**src/rtl/traffic_demand_encoder_pkg.sv**
```systemverilog
// Shared constants and types for the traffic demand encoder.
package traffic_pkg;

  // Demand codes presented to TrafficController; 2'b11 is never driven.
  localparam logic [1:0] INDATA_NONE = 2'b00;
  localparam logic [1:0] INDATA_NS   = 2'b01;
  localparam logic [1:0] INDATA_EW   = 2'b10;

  typedef enum logic [1:0] {
    ST_IDLE   = 2'd0,
    ST_REQ_NS = 2'd1,
    ST_REQ_EW = 2'd2
  } state_e;

  // Lane most recently served; used to break ties between simultaneous requests.
  typedef enum logic {
    LANE_NS = 1'b0,
    LANE_EW = 1'b1
  } lane_e;

endpackage

```
**src/rtl/traffic_demand_encoder_if.sv**
```systemverilog
// Sensor, green-feedback and demand signals between the encoder and its environment.
interface traffic_demand_encoder_if;
  logic       ns_sensor_raw;
  logic       ew_sensor_raw;
  logic       north_south_GREEN;
  logic       east_west_GREEN;
  logic [1:0] indata;
  logic       ns_pending;
  logic       ew_pending;
  logic       conflict_err;

  // Environment side: drives detectors and green feedback, observes demand.
  modport master (
    output ns_sensor_raw, ew_sensor_raw, north_south_GREEN, east_west_GREEN,
    input  indata, ns_pending, ew_pending, conflict_err
  );

  // Encoder side.
  modport slave (
    input  ns_sensor_raw, ew_sensor_raw, north_south_GREEN, east_west_GREEN,
    output indata, ns_pending, ew_pending, conflict_err
  );
endinterface

```
**src/rtl/traffic_demand_encoder_debounce.sv**
```systemverilog
// Per-lane detector front end: 2-flop synchroniser, stability counter,
// debounced level and a one-cycle pulse on each debounced rising edge.
module sensor_debounce #(
  parameter int DEBOUNCE_CYCLES = 4,
  parameter int CNT_W           = 3
) (
  input  logic clk,
  input  logic rst_n,
  input  logic raw_i,
  output logic level_o,
  output logic rise_o
);

  localparam logic [CNT_W-1:0] CNT_LAST = CNT_W'(DEBOUNCE_CYCLES - 1);

  logic             sync1_q, sync2_q;
  logic             level_q, level_d;
  logic             rise_q, rise_d;
  logic [CNT_W-1:0] cnt_q, cnt_d;

  // Two-flop synchroniser for the asynchronous detector input.
  // NOTE: sequential state uses non-blocking assignments so every flop samples pre-edge values.
  always_ff @(posedge clk or negedge rst_n) begin
    if (!rst_n) begin
      sync1_q <= 1'b0;
      sync2_q <= 1'b0;
    end else begin
      sync1_q <= raw_i;
      sync2_q <= sync1_q;
    end
  end

  // Count consecutive mismatching samples; flip the level once the mismatch has lasted long enough.
  // NOTE: every combinational output gets a default first so no latch can be inferred.
  always_comb begin
    cnt_d   = '0;
    level_d = level_q;
    rise_d  = 1'b0;
    if (sync2_q != level_q) begin
      if (cnt_q == CNT_LAST) begin
        level_d = sync2_q;
        rise_d  = sync2_q;
      end else begin
        cnt_d = cnt_q + CNT_W'(1);
      end
    end
  end

  // Debounce state registers.
  always_ff @(posedge clk or negedge rst_n) begin
    if (!rst_n) begin
      cnt_q   <= '0;
      level_q <= 1'b0;
      rise_q  <= 1'b0;
    end else begin
      cnt_q   <= cnt_d;
      level_q <= level_d;
      rise_q  <= rise_d;
    end
  end

  assign level_o = level_q;
  assign rise_o  = rise_q;

endmodule

```
**src/rtl/traffic_demand_encoder.sv**
```systemverilog
// Demand encoder: debounces both detectors, latches per-lane requests, presents
// one request at a time on indata until that lane's GREEN comes back, and flags
// simultaneous greens.
module traffic_demand_encoder
  import traffic_pkg::*;
#(
  parameter int DEBOUNCE_CYCLES = 4,
  parameter int CNT_W           = 3
) (
  input  logic                     clka,
  input  logic                     reseta,
  traffic_demand_encoder_if.slave  bus
);

  logic   ns_level, ew_level;
  logic   ns_rise, ew_rise;
  logic   ns_pending_q, ns_pending_d;
  logic   ew_pending_q, ew_pending_d;
  logic   conflict_q, conflict_d;
  state_e state_q;
  lane_e  last_served_q;
  logic [1:0] indata_q;

  sensor_debounce #(
    .DEBOUNCE_CYCLES (DEBOUNCE_CYCLES),
    .CNT_W           (CNT_W)
  ) u_ns_debounce (
    .clk     (clka),
    .rst_n   (reseta),
    .raw_i   (bus.ns_sensor_raw),
    .level_o (ns_level),
    .rise_o  (ns_rise)
  );

  sensor_debounce #(
    .DEBOUNCE_CYCLES (DEBOUNCE_CYCLES),
    .CNT_W           (CNT_W)
  ) u_ew_debounce (
    .clk     (clka),
    .rst_n   (reseta),
    .raw_i   (bus.ew_sensor_raw),
    .level_o (ew_level),
    .rise_o  (ew_rise)
  );

  // Pending flags set on a debounced rise; a green on the lane clears and also
  // swallows a same-cycle rise, since that lane is being served already.
  always_comb begin
    ns_pending_d = ns_pending_q | ns_rise;
    ew_pending_d = ew_pending_q | ew_rise;
    if (bus.north_south_GREEN) ns_pending_d = 1'b0;
    if (bus.east_west_GREEN)   ew_pending_d = 1'b0;
    conflict_d = conflict_q | (bus.north_south_GREEN & bus.east_west_GREEN);
  end

  // Pending and sticky conflict registers.
  always_ff @(posedge clka or negedge reseta) begin
    if (!reseta) begin
      ns_pending_q <= 1'b0;
      ew_pending_q <= 1'b0;
      conflict_q   <= 1'b0;
    end else begin
      ns_pending_q <= ns_pending_d;
      ew_pending_q <= ew_pending_d;
      conflict_q   <= conflict_d;
    end
  end

  // Request FSM with registered demand code; every grant returns through IDLE.
  always_ff @(posedge clka or negedge reseta) begin
    if (!reseta) begin
      state_q       <= ST_IDLE;
      indata_q      <= INDATA_NONE;
      last_served_q <= LANE_EW;
    end else begin
      case (state_q)
        ST_IDLE: begin
          if (ns_pending_q && (!ew_pending_q || last_served_q == LANE_EW)) begin
            state_q  <= ST_REQ_NS;
            indata_q <= INDATA_NS;
          end else if (ew_pending_q) begin
            state_q  <= ST_REQ_EW;
            indata_q <= INDATA_EW;
          end else begin
            indata_q <= INDATA_NONE;
          end
        end
        ST_REQ_NS: begin
          if (bus.north_south_GREEN) begin
            state_q       <= ST_IDLE;
            indata_q      <= INDATA_NONE;
            last_served_q <= LANE_NS;
          end
        end
        ST_REQ_EW: begin
          if (bus.east_west_GREEN) begin
            state_q       <= ST_IDLE;
            indata_q      <= INDATA_NONE;
            last_served_q <= LANE_EW;
          end
        end
        default: begin
          state_q  <= ST_IDLE;
          indata_q <= INDATA_NONE;
        end
      endcase
    end
  end

  assign bus.indata       = indata_q;
  assign bus.ns_pending   = ns_pending_q;
  assign bus.ew_pending   = ew_pending_q;
  assign bus.conflict_err = conflict_q;

  // Debounced levels are kept for visibility; only the rise pulses drive requests.
  logic unused_levels;
  assign unused_levels = ns_level ^ ew_level;

endmodule

```
**src/flat_wrapper.sv**
```systemverilog
// flat-port wrapper written by rule: the top's interface ports become plain ports
module traffic_demand_encoder_flat import traffic_pkg::*;
#(
  parameter int DEBOUNCE_CYCLES = 4,
  parameter int CNT_W           = 3
)
  (clka, reseta, bus_ns_sensor_raw, bus_ew_sensor_raw, bus_north_south_GREEN, bus_east_west_GREEN, bus_indata, bus_ns_pending, bus_ew_pending, bus_conflict_err);
  traffic_demand_encoder_if bus_i ();
  input  logic clka;
  input  logic reseta;
  input wire logic [$bits(bus_i.ns_sensor_raw)-1:0] bus_ns_sensor_raw;
  input wire logic [$bits(bus_i.ew_sensor_raw)-1:0] bus_ew_sensor_raw;
  input wire logic [$bits(bus_i.north_south_GREEN)-1:0] bus_north_south_GREEN;
  input wire logic [$bits(bus_i.east_west_GREEN)-1:0] bus_east_west_GREEN;
  output wire logic [$bits(bus_i.indata)-1:0] bus_indata;
  output wire logic [$bits(bus_i.ns_pending)-1:0] bus_ns_pending;
  output wire logic [$bits(bus_i.ew_pending)-1:0] bus_ew_pending;
  output wire logic [$bits(bus_i.conflict_err)-1:0] bus_conflict_err;
  assign bus_i.ns_sensor_raw = bus_ns_sensor_raw;
  assign bus_i.ew_sensor_raw = bus_ew_sensor_raw;
  assign bus_i.north_south_GREEN = bus_north_south_GREEN;
  assign bus_i.east_west_GREEN = bus_east_west_GREEN;
  assign bus_indata = bus_i.indata;
  assign bus_ns_pending = bus_i.ns_pending;
  assign bus_ew_pending = bus_i.ew_pending;
  assign bus_conflict_err = bus_i.conflict_err;
  traffic_demand_encoder #(.DEBOUNCE_CYCLES(DEBOUNCE_CYCLES), .CNT_W(CNT_W)) u_core (.clka(clka), .reseta(reseta), .bus(bus_i));
endmodule
```
**config.mk**
```make
export PLATFORM = sky130hd
export DESIGN_NAME = traffic_demand_encoder_flat
export DESIGN_NICKNAME = d
export VERILOG_FILES = /design/src/rtl/traffic_demand_encoder_pkg.sv /design/src/rtl/traffic_demand_encoder_if.sv /design/src/rtl/traffic_demand_encoder_debounce.sv /design/src/rtl/traffic_demand_encoder.sv /design/src/flat_wrapper.sv
export SDC_FILE = /design/constraint.sdc
export NUM_CORES = 1
export LEC_CHECK = 0
export BUFFER_PORTS_ARGS = -buffer_cell sky130_fd_sc_hd__buf_2
export CAP_MARGIN = 5
export CORE_UTILIZATION = 30
export CTS_CLUSTER_SIZE = 30
export DETAILED_ROUTE_END_ITERATION = 12
export PLACE_DENSITY = 0.55
export SLEW_MARGIN = 20
export SYNTH_ARGS = -nofsm -noshare
export SYNTH_HDL_FRONTEND = slang
export SYNTH_SLANG_ARGS = --single-unit
```
**constraint.sdc**
```tcl
create_clock -name clka -period 2.1 [get_ports clka]
set_clock_uncertainty 0.05 [all_clocks]
set_input_delay 0.42 -clock clka [delete_from_list [all_inputs] [get_ports clka]]
set_output_delay 0.42 -clock clka [all_outputs]
set_load 0.02 [all_outputs]
```
==> results.cfg <==
[die]
dieArea_sq_um = 2980
core-area_sq_um = 2540
fp-row-count = 18
die_x_um = 54.6
fp.dieH_um = 54.6
start_util_pct = 32.6
ioPinCount = 11

[critical_path]
crit_fanout = 4
start_kind = register
reg2reg_slack_ns = 0.77
crit_family = flip-flops
cp-end-kind = output port
r2r-start = u_core.u_ns_debounce.cnt_q[0]
crit_required_ns = 1.63
cp.arrival_ns = 0.91
path_cells = buf_2
critPathBufInv = 1
max_stage_delay_ns = 0.44
critPathKind = register to output port
cp_slowest_cell = dfrtp_1
worstReg2RegEnd = u_core.u_ns_debounce.level_o
rr_worst_depth = 3

[cells_and_area]
fin_nets = 86
area_growth_pct = 14.9
mostFrequentLayoutCell = dfrtp_1
layout_common_cells = dfrtp_1, buf_2, nor3b_1, nor2_1
antenna_cells = 0
drive_gt1_share_pct = 24.7
fillers = 251
final_util_pct = 37.5

[global_routing]
grt_use_total_pct = 9.01
grt_pass1_vias = 429
grt_pass1_wl_um = 1830
grt_max_degree = 23
grt.overflow.total = 0
antenna_found_initial = 0

[yosys]
synthesis.nets = 71
synth-seq-area-share_pct = 66.4
synth_top_area_share_pct = 63.3
syn_inst = 63
synth_area_leaders = dfrtp_1, nor3b_1, dfstp_2
avgSynthCellArea_sq_um = 13.2
netlist_area_sq_um = 831
yosysWarnings = 0
synth-seq-cells = 22
synth_cell_types = 20
yosys.area.top_type = dfrtp_1

[routing]
ant_nets = 0
routed_wl_um = 1180
drt-met1-wl_um = 569
wl_met2_um = 535
drt_iter0_markers = 1
drtPass1Iterations = 4
dr_wl_met3_um = 74
wl_per_cell_um = 11.0
vias_per_cell = 4.67
drc_errors = 0
vias = 500
top_layer = met3

[timing]
max_freq_ghz = 0.727
finalSetupViolCount = 0
relSlewSlack_pct = 69.0
fin_crit_sh_pct = 65.5
rsz0062_at_grt = no
fin_crit_ns = 1.38
finalSetupTns_ns = 0
finalHoldViolCount = 0
tightest_slew_ns = 0.464
timing.hold.ws_ns = 0.00779
final-max-slew-violation-count = 0

[power]
ir_drop_v = 0.000595
p_leak_uw = 0.000444
report.power.total_uw = 944
powerDensity_nw_per_um2 = 989

[placement]
dp_hpwl_um = 857
port-buffer-count = 10
routabilityCongestion = 0.656

[worst_hold_path]
hp-class = input port to asynchronous set/reset pin

[job]
drv_cap = 0

[cts]
path_clk_slew_ns = 0.11
cts_tree = done
clock_latency_ns = 0.29
cts_buffer_depth = 2
cts-root-buf = clkbuf_4
cts_inserted_buffers = 3
cts_sinks = 22
post_cts_buffers = 0
cts_resized = 0
hold_buffers = 0
cts_htree_levels = 1

[outcome]
status = finished clean
==> Yosys cell counts <==
cell type  count
dfrtp_1       21
nor2_1         4
nor3b_1        4
a21oi_1        3
inv_1          3
nand2b_1       3
o21ai_0        3
and3b_1        2
ha_1           2
mux2_2         2
nand2b_2       2
nand3b_1       2
nor2b_1        2
nor3_1         2
o32a_1         2
xnor2_1        2
a21o_1         1
dfstp_2        1
nand2_1        1
o21ai_1        1
==> area by class of cell <==
type                            count  area [sq um]  share of cell area (%)
Inverter                            3          11.3                    1.18
Clock buffer                        4          36.3                    3.80
Tap cell                           30          37.5                    3.93
Timing Repair Buffer               10          50.0                    5.24
Multi-Input combinational cell     38           268                    28.0
Sequential cell                    22           552                    57.8
==> state kept, by name, summed over array words and instances (netlist names) <==
register	flops
u_core.u_ew_debounce.level_o	1
u_core.bus.conflict_err	1
u_core.u_ew_debounce.cnt_q	3
u_core.u_ns_debounce.cnt_q	3
u_core.bus.indata	2
u_core.last_served_q	1
u_core.u_ew_debounce.rise_o	1
u_core.u_ns_debounce.rise_o	1
u_core.u_ew_debounce.sync1_q	1
u_core.bus.ns_pending	1
u_core.state_q	2
u_core.bus.ew_pending	1
u_core.u_ew_debounce.sync2_q	1
u_core.u_ns_debounce.level_o	1
u_core.u_ns_debounce.sync2_q	1
u_core.u_ns_debounce.sync1_q	1
==> kinds of logic after synthesis <==
group	synth area share, %
and+or+nand+nor	16.9
DFF	66.4
AOI/OAI and AO/OA	7.53
buffers and inverters	1.36
xor gates and xnor gates	2.11
muxes	2.71
adders and majority gates	3.01
==> metrics by stage <==
step                setup WS, ns  std cells  area (sq um)
floorplan                  0.887         63           831
global placement           0.805        103           918
detailed placement         0.787        103           918
CTS                        0.716        107           955
global route               0.668        107           955
finish                     0.724        107           955
==> how the worst max path moves through the flow <==
stage	startpoint	endpoint	slack, ns	depth (start not counted)
after floorplan	u_core.u_ew_debounce.cnt_q[0]	u_core.u_ew_debounce.level_o	0.89	3
after global placement	u_core.u_ns_debounce.cnt_q[0]	u_core.u_ns_debounce.level_o	0.81	3
after detailed placement	u_core.u_ns_debounce.cnt_q[0]	u_core.u_ns_debounce.level_o	0.79	3
after CTS	u_core.bus.ew_pending	bus_ew_pending	0.72	1
after global routing	u_core.bus.ns_pending	bus_ns_pending	0.67	1
final	u_core.bus.ew_pending	bus_ew_pending	0.72	1
==> per-layer routing <==
metal	vias up	global-route usage (%)
met1	246	10.7
met2	11	13.9
met4	0	1.28
met3	0	5.83
met5	-	0
li1	243	-
==> power by group <==
| group | internal (uW) | total (uW) | leakage [uW] | switching (uW) |
|---|---|---|---|---|
| Combinational | 92.3 | 172 | 0.000143 | 80.0 |
| Sequential | 498 | 551 | 0.000281 | 53.5 |
| Clock | 106 | 221 | 0.0000210 | 115 |
(Power assumes the default switching activity.)
